==> config.mk <==
export PLATFORM = sky130hd
export DESIGN_NAME = xres_reset_sequencer
export DESIGN_NICKNAME = d
export VERILOG_FILES = /design/src/rtl/xres_reset_sequencer.sv
export SDC_FILE = /design/constraint.sdc
export NUM_CORES = 1
export LEC_CHECK = 0
export ABC_AREA = 1
export CAP_MARGIN = 20
export CORE_MARGIN = 10
export CORE_UTILIZATION = 50
export CTS_BUF_LIST = sky130_fd_sc_hd__clkbuf_8
export DETAILED_ROUTE_END_ITERATION = 16
export PLACE_DENSITY = 0.72
export SKIP_LAST_GASP = 1
export SYNTH_ARGS = -nofsm -noshare
export SYNTH_HDL_FRONTEND = slang
export SYNTH_SLANG_ARGS = --single-unit
==> constraint.sdc <==
create_clock -name clock -period 1.5 [get_ports clock]
set_input_delay 0.225 -clock clock [delete_from_list [all_inputs] [get_ports clock]]
set_output_delay 0.225 -clock clock [all_outputs]
set_load 0.02 [all_outputs]
==> src/rtl/xres_reset_sequencer.sv <==
// ---------------------------------------------------------------------------
// xres_reset_sequencer
//
// Purpose:
//   Takes the level-shifted xres pad reset and releases the chip's digital
//   reset domains in a fixed order: clocking, housekeeping, management core,
//   user project. Deassertion of resetb is synchronised to `clock`. Every
//   domain stays in reset for a minimum time after the synchronised release
//   or after a software reset request. Successive domains are then released
//   STAGE_DLY cycles apart.
//
// Parameters:
//   SYNC_STAGES  flops in the resetb deassertion synchronizer (>= 2)
//   MIN_ASSERT   cycles all resets stay asserted after release / soft reset
//   STAGE_DLY    cycles between successive domain releases
//
// Ports:
//   clock         in   core clock
//   resetb        in   async active-low reset from the xres buffer
//   sw_rst_req    in   synchronous soft-reset request (level) from housekeeping
//   user_rst_req  in   user-domain-only reset request (USER_RST_CTRL_EN only)
//   rstn_clk      out  active-low reset to the clocking block
//   rstn_hk       out  active-low reset to housekeeping
//   rstn_core     out  active-low reset to the management core
//   rstn_user     out  active-low reset to the user project
//   rst_done      out  high once every domain has been released
//   seq_state     out  current sequencer state, for debug readback
//
// Build option:
//   USER_RST_CTRL_EN  adds user_rst_req and the UREL state (7), which lets
//                     the user domain be reset on its own while the rest of
//                     the chip keeps running.
// ---------------------------------------------------------------------------
module xres_reset_sequencer #(
  parameter int SYNC_STAGES = 2,
  parameter int MIN_ASSERT  = 32,
  parameter int STAGE_DLY   = 16
) (
  input  logic       clock,
  input  logic       resetb,
  input  logic       sw_rst_req,
`ifdef USER_RST_CTRL_EN
  input  logic       user_rst_req,
`endif
  output logic       rstn_clk,
  output logic       rstn_hk,
  output logic       rstn_core,
  output logic       rstn_user,
  output logic       rst_done,
  output logic [2:0] seq_state
);

  localparam int CNT_MAX = (MIN_ASSERT > STAGE_DLY) ? MIN_ASSERT : STAGE_DLY;
  localparam int CNT_W   = $clog2(CNT_MAX + 1);

  // The edge that leaves HOLD already counts as the first assertion cycle
  // after the release condition was seen. WAIT therefore needs one cycle
  // fewer than MIN_ASSERT. The counter also starts at zero, so the last
  // count is MIN_ASSERT-2.
  localparam logic [CNT_W-1:0] WAIT_LAST  =
    CNT_W'((MIN_ASSERT > 2) ? (MIN_ASSERT - 2) : 0);
  localparam logic [CNT_W-1:0] STAGE_LAST = CNT_W'(STAGE_DLY - 1);

  typedef enum logic [2:0] {
    ST_HOLD     = 3'd0,
    ST_WAIT     = 3'd1,
    ST_REL_CLK  = 3'd2,
    ST_REL_HK   = 3'd3,
    ST_REL_CORE = 3'd4,
    ST_REL_USER = 3'd5,
    ST_RUN      = 3'd6
`ifdef USER_RST_CTRL_EN
    , ST_UREL   = 3'd7
`endif
  } state_t;

  logic [SYNC_STAGES-1:0] sync_q;
  logic                   rst_sync;

  state_t                 state_q, state_d;
  logic [CNT_W-1:0]       cnt_q, cnt_d, cnt_inc;
  logic                   clk_d, hk_d, core_d, user_d, done_d;

  // Deassertion synchronizer. The chain clears at once when resetb falls.
  // It then shifts in ones, so rst_sync rises SYNC_STAGES edges after the
  // pad reset is released. Assertion stays fully asynchronous.
  always_ff @(posedge clock or negedge resetb) begin
    if (!resetb) begin
      sync_q <= '0;
    end else begin
      sync_q <= {sync_q[SYNC_STAGES-2:0], 1'b1};
    end
  end

  assign rst_sync = sync_q[SYNC_STAGES-1];

  // The shared delay counter saturates instead of wrapping. A stuck state
  // therefore can never alias back into an early release.
  assign cnt_inc = (cnt_q == {CNT_W{1'b1}}) ? cnt_q : cnt_q + 1'b1;

  // State, counter and reset outputs are all registered here. This keeps
  // the rstn_* lines glitch-free, with no combinational path from any input.
  always_ff @(posedge clock or negedge resetb) begin
    if (!resetb) begin
      state_q   <= ST_HOLD;
      cnt_q     <= '0;
      rstn_clk  <= 1'b0;
      rstn_hk   <= 1'b0;
      rstn_core <= 1'b0;
      rstn_user <= 1'b0;
      rst_done  <= 1'b0;
    end else begin
      state_q   <= state_d;
      cnt_q     <= cnt_d;
      rstn_clk  <= clk_d;
      rstn_hk   <= hk_d;
      rstn_core <= core_d;
      rstn_user <= user_d;
      rst_done  <= done_d;
    end
  end

  // Next-state and next-output logic. By default everything holds its value
  // and the counter advances. A soft-reset request is checked before the
  // state decode, so it beats any release due on the same edge.
  always_comb begin
    state_d = state_q;
    cnt_d   = cnt_inc;
    clk_d   = rstn_clk;
    hk_d    = rstn_hk;
    core_d  = rstn_core;
    user_d  = rstn_user;
    done_d  = rst_done;

    if (sw_rst_req) begin
      state_d = ST_HOLD;
      cnt_d   = '0;
      clk_d   = 1'b0;
      hk_d    = 1'b0;
      core_d  = 1'b0;
      user_d  = 1'b0;
      done_d  = 1'b0;
    end else begin
      unique case (state_q)
        ST_HOLD: begin
          cnt_d  = '0;
          clk_d  = 1'b0;
          hk_d   = 1'b0;
          core_d = 1'b0;
          user_d = 1'b0;
          done_d = 1'b0;
          if (rst_sync) begin
            state_d = ST_WAIT;
          end
        end

        ST_WAIT: begin
          if (cnt_q >= WAIT_LAST) begin
            clk_d   = 1'b1;
            state_d = ST_REL_CLK;
            cnt_d   = '0;
          end
        end

        ST_REL_CLK: begin
          if (cnt_q >= STAGE_LAST) begin
            hk_d    = 1'b1;
            state_d = ST_REL_HK;
            cnt_d   = '0;
          end
        end

        ST_REL_HK: begin
          if (cnt_q >= STAGE_LAST) begin
            core_d  = 1'b1;
            state_d = ST_REL_CORE;
            cnt_d   = '0;
          end
        end

        ST_REL_CORE: begin
          if (cnt_q >= STAGE_LAST) begin
            user_d  = 1'b1;
            done_d  = 1'b1;
            state_d = ST_REL_USER;
            cnt_d   = '0;
          end
        end

        // One settling cycle after the user release, then steady state.
        ST_REL_USER: begin
          state_d = ST_RUN;
          cnt_d   = '0;
        end

        ST_RUN: begin
          cnt_d = '0;
`ifdef USER_RST_CTRL_EN
          if (user_rst_req) begin
            user_d  = 1'b0;
            done_d  = 1'b0;
            state_d = ST_UREL;
          end
`endif
        end

`ifdef USER_RST_CTRL_EN
        // User-only reset. Hold here while the request is high. Once it
        // drops, wait one stage delay before releasing the user domain.
        ST_UREL: begin
          if (user_rst_req) begin
            cnt_d = '0;
          end else if (cnt_q >= STAGE_LAST) begin
            user_d  = 1'b1;
            done_d  = 1'b1;
            state_d = ST_RUN;
            cnt_d   = '0;
          end
        end
`endif

        default: begin
          state_d = ST_HOLD;
          cnt_d   = '0;
          clk_d   = 1'b0;
          hk_d    = 1'b0;
          core_d  = 1'b0;
          user_d  = 1'b0;
          done_d  = 1'b0;
        end
      endcase
    end
  end

  assign seq_state = state_q;

endmodule

; ---- Yosys cells after proc, flatten, opt, wreduce, memory -nomap -nowiden
; Cells that the tools add are included.
[totals]
regBits = 15
in_bits = 3
out_inout_bits = 8
elab_cells = 60
[classes]
n_addsub = 1
n_lt_le_gt_ge = 2
eq_ne = 17
muxes = 22
reduce_logical = 11
[ops]
columns = operator, count
row1 = $mux W6, 4
row2 = $pmux W3 S7, 1
row3 = $reduce_or A5 Y1, 4
row4 = $mux W3, 6
row5 = $ne A3 B3 Y1 const B, 5
row6 = $pmux W6 S2, 1
row7 = $eq A3 B3 Y1 const B, 3
row8 = $ne A2 B1 Y1 const B, 4
row9 = $pmux W1 S2, 4
row10 = $reduce_and A2 Y1, 4
row11 = $add A6 B1 Y6 const B, 1
row12 = $eq A3 B2 Y1 const B, 2
row13 = $eq A6 B6 Y1 const B, 1
row14 = $ge A6 B4 Y1 const B, 1
row15 = $ge A6 B5 Y1 const B, 1
row16 = $mux W1, 6
row17 = $reduce_and A6 Y1, 1
row18 = $eq A3 B1 Y1 const B, 1
row19 = $logic_not A3 Y1, 1
row20 = $reduce_or A3 Y1, 1
row21 = $ne A2 B2 Y1 const B, 1

; ---- Depth between registers and ports, before layout
[logic_depth]
depth_word = 5
depth_mapped = 10
ltp_nobuf = 9

; ---- Worst setup path before layout
; Ideal clock, no wire load.
[synth_path]
path_kind = flip-flop to flip-flop
start = register state_q[0] (netlist: seq_state[0])
end = register rstn_hk
setup_time_ns = 0.065
arrival_time_ns = 1.287
required_ns = 1.435
setup_slack_ns = 0.148
stages_incl_launch_ff = 8
path_buffers = 0
synth_period_minus_slack_ns = 1.352
path_cell_list = dfrtp_1 inv_2 ha_1 o21ai_0 inv_1 o21ai_0 nand2_1 nand2_1
[synth_via]
elab_chain_len = 4
word_cells_on_any_way = 12
classes_between = 8 x eq/ne / 2 x mux / 2 x reduce/logical
[synth_lines]
columns = item, line
row1 = from (decl), 80  ; state_t state_q, state_d;
row2 = from (signal assigned), 113  ; state_q <= state_d;
row3 = $eq A3 B3 Y1 (tied with other cells), 144  ; unique case (state_q)
row4 = $reduce_or A5 Y1 (no line), -
row5 = $pmux W1 S2 / $ne A2 B1 Y1 (equally long branches), -
row6 = $mux W1 / $reduce_and A2 Y1 (equally long branches), -
row7 = to (signal assigned), 116  ; rstn_hk <= hk_d;
row8 = to (decl), 46  ; output logic rstn_hk,
; Several ways; a longest one is shown, not always the timed one.
; A chain may end at the register's enable or synchronous reset.

; ---- Worst setup path in the final report
[layout_path]
start = register rstn_hk
end = output port rstn_hk
; No word-level cell between the ends.

==> results_tabular.tex <==
\begin{tabular}{lr}
\hline
Metric & Value \\
\hline
\multicolumn{2}{l}{\textbf{CTS}} \\
Clock latency of the later-clocked register in the worst-skew pair & 0.26 ns \\
Worst-path clk slew & 0.06 ns \\
CTS max path bufs & 2 \\
Total clock buffers created by CTS & 3 \\
Number of clock sinks seen by CTS & 15 \\
CTS root buffer & sky130\_fd\_sc\_hd\_\_clkbuf\_8 \\
Max H-tree Level & 1 \\
Count of hold-fix buffers inserted at cts & 0 \\
CTS tree & built \\
\multicolumn{2}{l}{\textbf{Route}} \\
Residual DRC & 0 \\
Routed wirelength normalized by instance count & 12.4 um \\
Vias & 856 \\
Number of vias per cell after detailed routing & 5.01 \\
Wire length reported by the detailed router & 2130 um \\
Number of antenna-violating nets in the routed design & 0 \\
Iteration-0 DRC count of the detailed router & 50 \\
Number of search-and-repair iterations in the first detailed-routing pass & 4 \\
\multicolumn{2}{l}{\textbf{Final layout}} \\
Proportion of layout cells with a drive suffix above 1 & 22.2\% \\
Non-filler instance count after layout & 171 \\
Finished Cell Area & 1190 um\^{}2 \\
Area growth syn-to-layout & 19.7\% \\
End-of-flow core utilization & 61.8\% \\
Diodes inserted & 0 \\
Post-layout nets & 151 \\
\multicolumn{2}{l}{\textbf{Floorplanning}} \\
Overall die width & 64.5 um \\
Die ar. & 4170 um\^{}2 \\
Vertical die dimension & 64.5 um \\
Placeable core region & 1920 um\^{}2 \\
Starting Density & 51.6\% \\
Number of placement rows & 16 \\
Top-level I/O count & 11 \\
\multicolumn{2}{l}{\textbf{Global route}} \\
Wire length of the first global-routing pass & 3640 um \\
Overall track demand over capacity in global routing & 10.9\% \\
Grt ovf & 0 \\
Number of antenna violations at the first check in global routing & 0 \\
Number of global-route vias before repair & 826 \\
Maximum number of pins on one net before global-route repair & 16 \\
\multicolumn{2}{l}{\textbf{STA}} \\
Portion of the clock cycle consumed by the worst path in the final layout & 95.5\% \\
Fmax & 698 MHz \\
Crit path setup slack, layout & 0.0669 ns \\
Endpoints failing hold & 0 \\
Period minus WS final & 1.43 ns \\
Final setup violation count & 0 \\
Worst clock skew on the final layout & 0.00104 ns \\
Slew Viols, Final & 0 \\
\multicolumn{2}{l}{\textbf{Yosys}} \\
Proportion of synthesized chip area in sequential cells & 37.8\% \\
Number of nets produced by synthesis & 134 \\
Area share of the largest cell type after synthesis & 37.8\% \\
Synth area leader & sky130\_fd\_sc\_hd\_\_dfrtp\_1 \\
Gate Count Post-Synth & 128 \\
Unique masters post-synth & 24 \\
Cells taking the most area after synthesis & sky130\_fd\_sc\_hd\_\_dfrtp\_1 (38\%), sky130\_fd\_sc\_hd\_\_nand2\_1 (13\%), sky130\_fd\_sc\_hd\_\_nand4\_1 (5.0\%) \\
Post-Synthesis Cell Area & 992 um\^{}2 \\
Synth Area per Inst & 7.75 um\^{}2 \\
Number of synthesized register bits & 15 \\
Count of synthesis-stage warnings from yosys & 0 \\
\multicolumn{2}{l}{\textbf{Power and ir drop}} \\
Sequential share of power & 33.4\% \\
Internal Dissipation & 974 uW \\
PnR Total Power & 1740 uW \\
Share of total power in the clock network & 19.8\% \\
Switching part of the total power & 44.1\% \\
Fraction of power consumed by combinational cells & 46.8\% \\
Leakage power total & 0.000671 uW \\
VDD IR-drop max & 1.26 mV \\
Net switching power & 768 uW \\
Power per standard cell area & 1470 nW/um\^{}2 \\
\multicolumn{2}{l}{\textbf{Place}} \\
Total placed cells including tap cells & 165 \\
Pre-CTS setup slack & 0.000675 ns \\
Placer congestion estimate & 0.834 \\
HPWL reported at the end of detailed placement & 1540 um \\
Placed inst area & 1120 um\^{}2 \\
Buffers added on ports & 10 \\
\multicolumn{2}{l}{\textbf{Setup path}} \\
Worst r2r dst & cnt\_q[0]\$\_DFF\_PN0\_ \\
FF-to-FF path depth & 8 \\
Reg-to-reg startpoint & cnt\_q[0]\$\_DFF\_PN0\_ \\
Critical path buffers and inverters & 1 \\
Cell with the largest stage delay on the worst path & sky130\_fd\_sc\_hd\_\_clkdlybuf4s50\_1 \\
Setup slack of the most critical reg-to-reg path & 0.10 ns \\
Critical Path Sink Type & output port \\
Largest fanout on the critical path & 2 \\
Critical path's top delay family & buffers and inverters \\
Destination of the critical timing path & rstn\_hk \\
Data arrival time of the critical path & 1.21 ns \\
Required arrival time at the worst endpoint & 1.27 ns \\
Path type of the worst setup path & register to output port \\
Launch point of the worst path & rstn\_hk\$\_DFFE\_PN0P\_ \\
Count of cell instances traversed by the critical path & 1 \\
CP peak stage delay & 0.61 ns \\
Cells traversed along the worst timing path & clkdlybuf4s50\_1 \\
Nature of the critical path startpoint & register \\
\multicolumn{2}{l}{\textbf{Run status}} \\
Outcome & completed \\
\multicolumn{2}{l}{\textbf{Worst hold path}} \\
Hold Crit Class & input pin to asynchronous set/reset pin \\
\multicolumn{2}{l}{\textbf{Run}} \\
Max-cap violations & 0 \\
\hline
\end{tabular}
[power groups by stage]
stage	sequential [uW]	combinational (uW)	clock, uW
6_report	581	816	345
5_1_grt	594	916	367
4_1_cts	580	807	346
3_5_place_dp	584	808	0
3_3_place_gp	581	803	0
2_1_floorplan	609	568	0
[stage by stage]
step                      hold WS, ns  TNS [ns]
final                           0.285         0
after CTS                       0.293   -0.0953
after global routing            0.307  -0.00498
after floorplan               -0.0706         0
after detailed placement        0.339         0
after global placement          0.336         0
[final cells by class]
class                   instances  area, um^2
multi-input cells              92         514
flip-flops and latches         15         378
fillers                       176         734
repair buffers                 15         143
clock buffers                   3        41.3
clock inverters                 1        5.00
well taps                      27        33.8
inverters                      18        72.6
[per-layer routing]
layer | share of wire, % | GRT usage, % | vias up
met5 | 0 | 0 | -
met4 | 2.2 | 5.61 | 0
met3 | 6.0 | 3.78 | 5
met2 | 47 | 17.2 | 20
met1 | 45 | 12.7 | 394
li1 | - | - | 437
[repair_timing]
action / 4_1_cts / 5_1_grt
pin swaps: 0 / 1
resized for setup: 3 / 4
setup buffers: 0 / 2
endpoints found under the setup margin: 3 / 7
[worst register-to-register path: stages, from the launching register on]
cell                      delay, ns
sky130_fd_sc_hd__dfrtp_1       0.41
sky130_fd_sc_hd__ha_1          0.23
sky130_fd_sc_hd__nand2_2       0.14
sky130_fd_sc_hd__nor2_4        0.06
sky130_fd_sc_hd__nor2_4        0.15
sky130_fd_sc_hd__nand2_4       0.09
sky130_fd_sc_hd__nand2_2       0.07
sky130_fd_sc_hd__inv_2         0.05
sky130_fd_sc_hd__nor2_1        0.11
[worst min-delay path by stage]
stage,to,from
floorplan,cnt_q[0]$_DFF_PN0_,resetb
global placement,sync_q[1]$_DFF_PN0_,sync_q[0]$_DFF_PN0_
detailed placement,sync_q[1]$_DFF_PN0_,sync_q[0]$_DFF_PN0_
CTS,rstn_core$_DFFE_PN0P_,resetb
global route,cnt_q[2]$_DFF_PN0_,resetb
finish,rstn_core$_DFFE_PN0P_,resetb
[flip-flops by register name (all words and copies together), names as in the netlist]
register and count:
cnt_q 6, seq_state 3, sync_q 2, rst_done 1, rstn_clk 1, rstn_core 1, rstn_hk 1
[cells by family (layout without fill, tap and decap cells)]
kind of cell,Yosys count,after routing,share of synthesized area (%)
AND/OR/NAND/NOR,75,75,40.9
AO/OA/AOI/OAI,11,11,5.55
XOR/XNOR,1,1,0.883
other,2,2,0.757
flip-flops,15,15,37.8
adder cells (fa/ha/maj),3,3,3.78
buffers and inverters,21,37,10.3
[cells in the final DEF (no fill, tap or decap)]
| cell | n |
|---|---|
| sky130_fd_sc_hd__nand2_2 | 3 |
| sky130_fd_sc_hd__conb_1 | 2 |
| sky130_fd_sc_hd__dlygate4sd2_1 | 2 |
| sky130_fd_sc_hd__dlymetal6s2s_1 | 3 |
| sky130_fd_sc_hd__nand2_4 | 1 |
| sky130_fd_sc_hd__inv_1 | 13 |
| sky130_fd_sc_hd__xor2_1 | 1 |
| sky130_fd_sc_hd__nand3_4 | 1 |
| sky130_fd_sc_hd__dfrtp_2 | 2 |
| sky130_fd_sc_hd__clkinv_2 | 1 |
| sky130_fd_sc_hd__ha_1 | 3 |
| sky130_fd_sc_hd__nor2_4 | 3 |
| sky130_fd_sc_hd__dfrtp_1 | 13 |
| sky130_fd_sc_hd__nor2_2 | 3 |
| sky130_fd_sc_hd__nand2_1 | 35 |
| sky130_fd_sc_hd__o21ai_0 | 6 |
| sky130_fd_sc_hd__buf_4 | 5 |
| sky130_fd_sc_hd__nand3_2 | 3 |
| sky130_fd_sc_hd__nor3_1 | 2 |
| sky130_fd_sc_hd__inv_4 | 2 |
| sky130_fd_sc_hd__clkdlybuf4s50_1 | 5 |
| sky130_fd_sc_hd__nor2_1 | 7 |
| sky130_fd_sc_hd__nand3_1 | 7 |
| sky130_fd_sc_hd__a21oi_1 | 5 |
| sky130_fd_sc_hd__inv_2 | 3 |
| sky130_fd_sc_hd__clkbuf_8 | 3 |
| sky130_fd_sc_hd__nor3_4 | 1 |
| sky130_fd_sc_hd__nand4_1 | 8 |
| sky130_fd_sc_hd__or2_2 | 1 |
[synth_stat cells]
cell type	number
sky130_fd_sc_hd__nor2_4	3
sky130_fd_sc_hd__inv_2	3
sky130_fd_sc_hd__ha_1	3
sky130_fd_sc_hd__nand2_2	3
sky130_fd_sc_hd__nor3_4	1
sky130_fd_sc_hd__nand3_1	7
sky130_fd_sc_hd__nor3_1	2
sky130_fd_sc_hd__or2_2	1
sky130_fd_sc_hd__o21ai_0	6
sky130_fd_sc_hd__a21oi_1	5
sky130_fd_sc_hd__buf_6	2
sky130_fd_sc_hd__inv_4	2
sky130_fd_sc_hd__inv_1	13
sky130_fd_sc_hd__nand2_4	1
sky130_fd_sc_hd__nor2_1	7
sky130_fd_sc_hd__buf_4	1
sky130_fd_sc_hd__nor2_2	3
sky130_fd_sc_hd__conb_1	2
sky130_fd_sc_hd__nand2_1	35
sky130_fd_sc_hd__xor2_1	1
sky130_fd_sc_hd__dfrtp_1	15
sky130_fd_sc_hd__nand4_1	8
sky130_fd_sc_hd__nand3_2	3
sky130_fd_sc_hd__nand3_4	1
(Power assumes the default switching activity.)
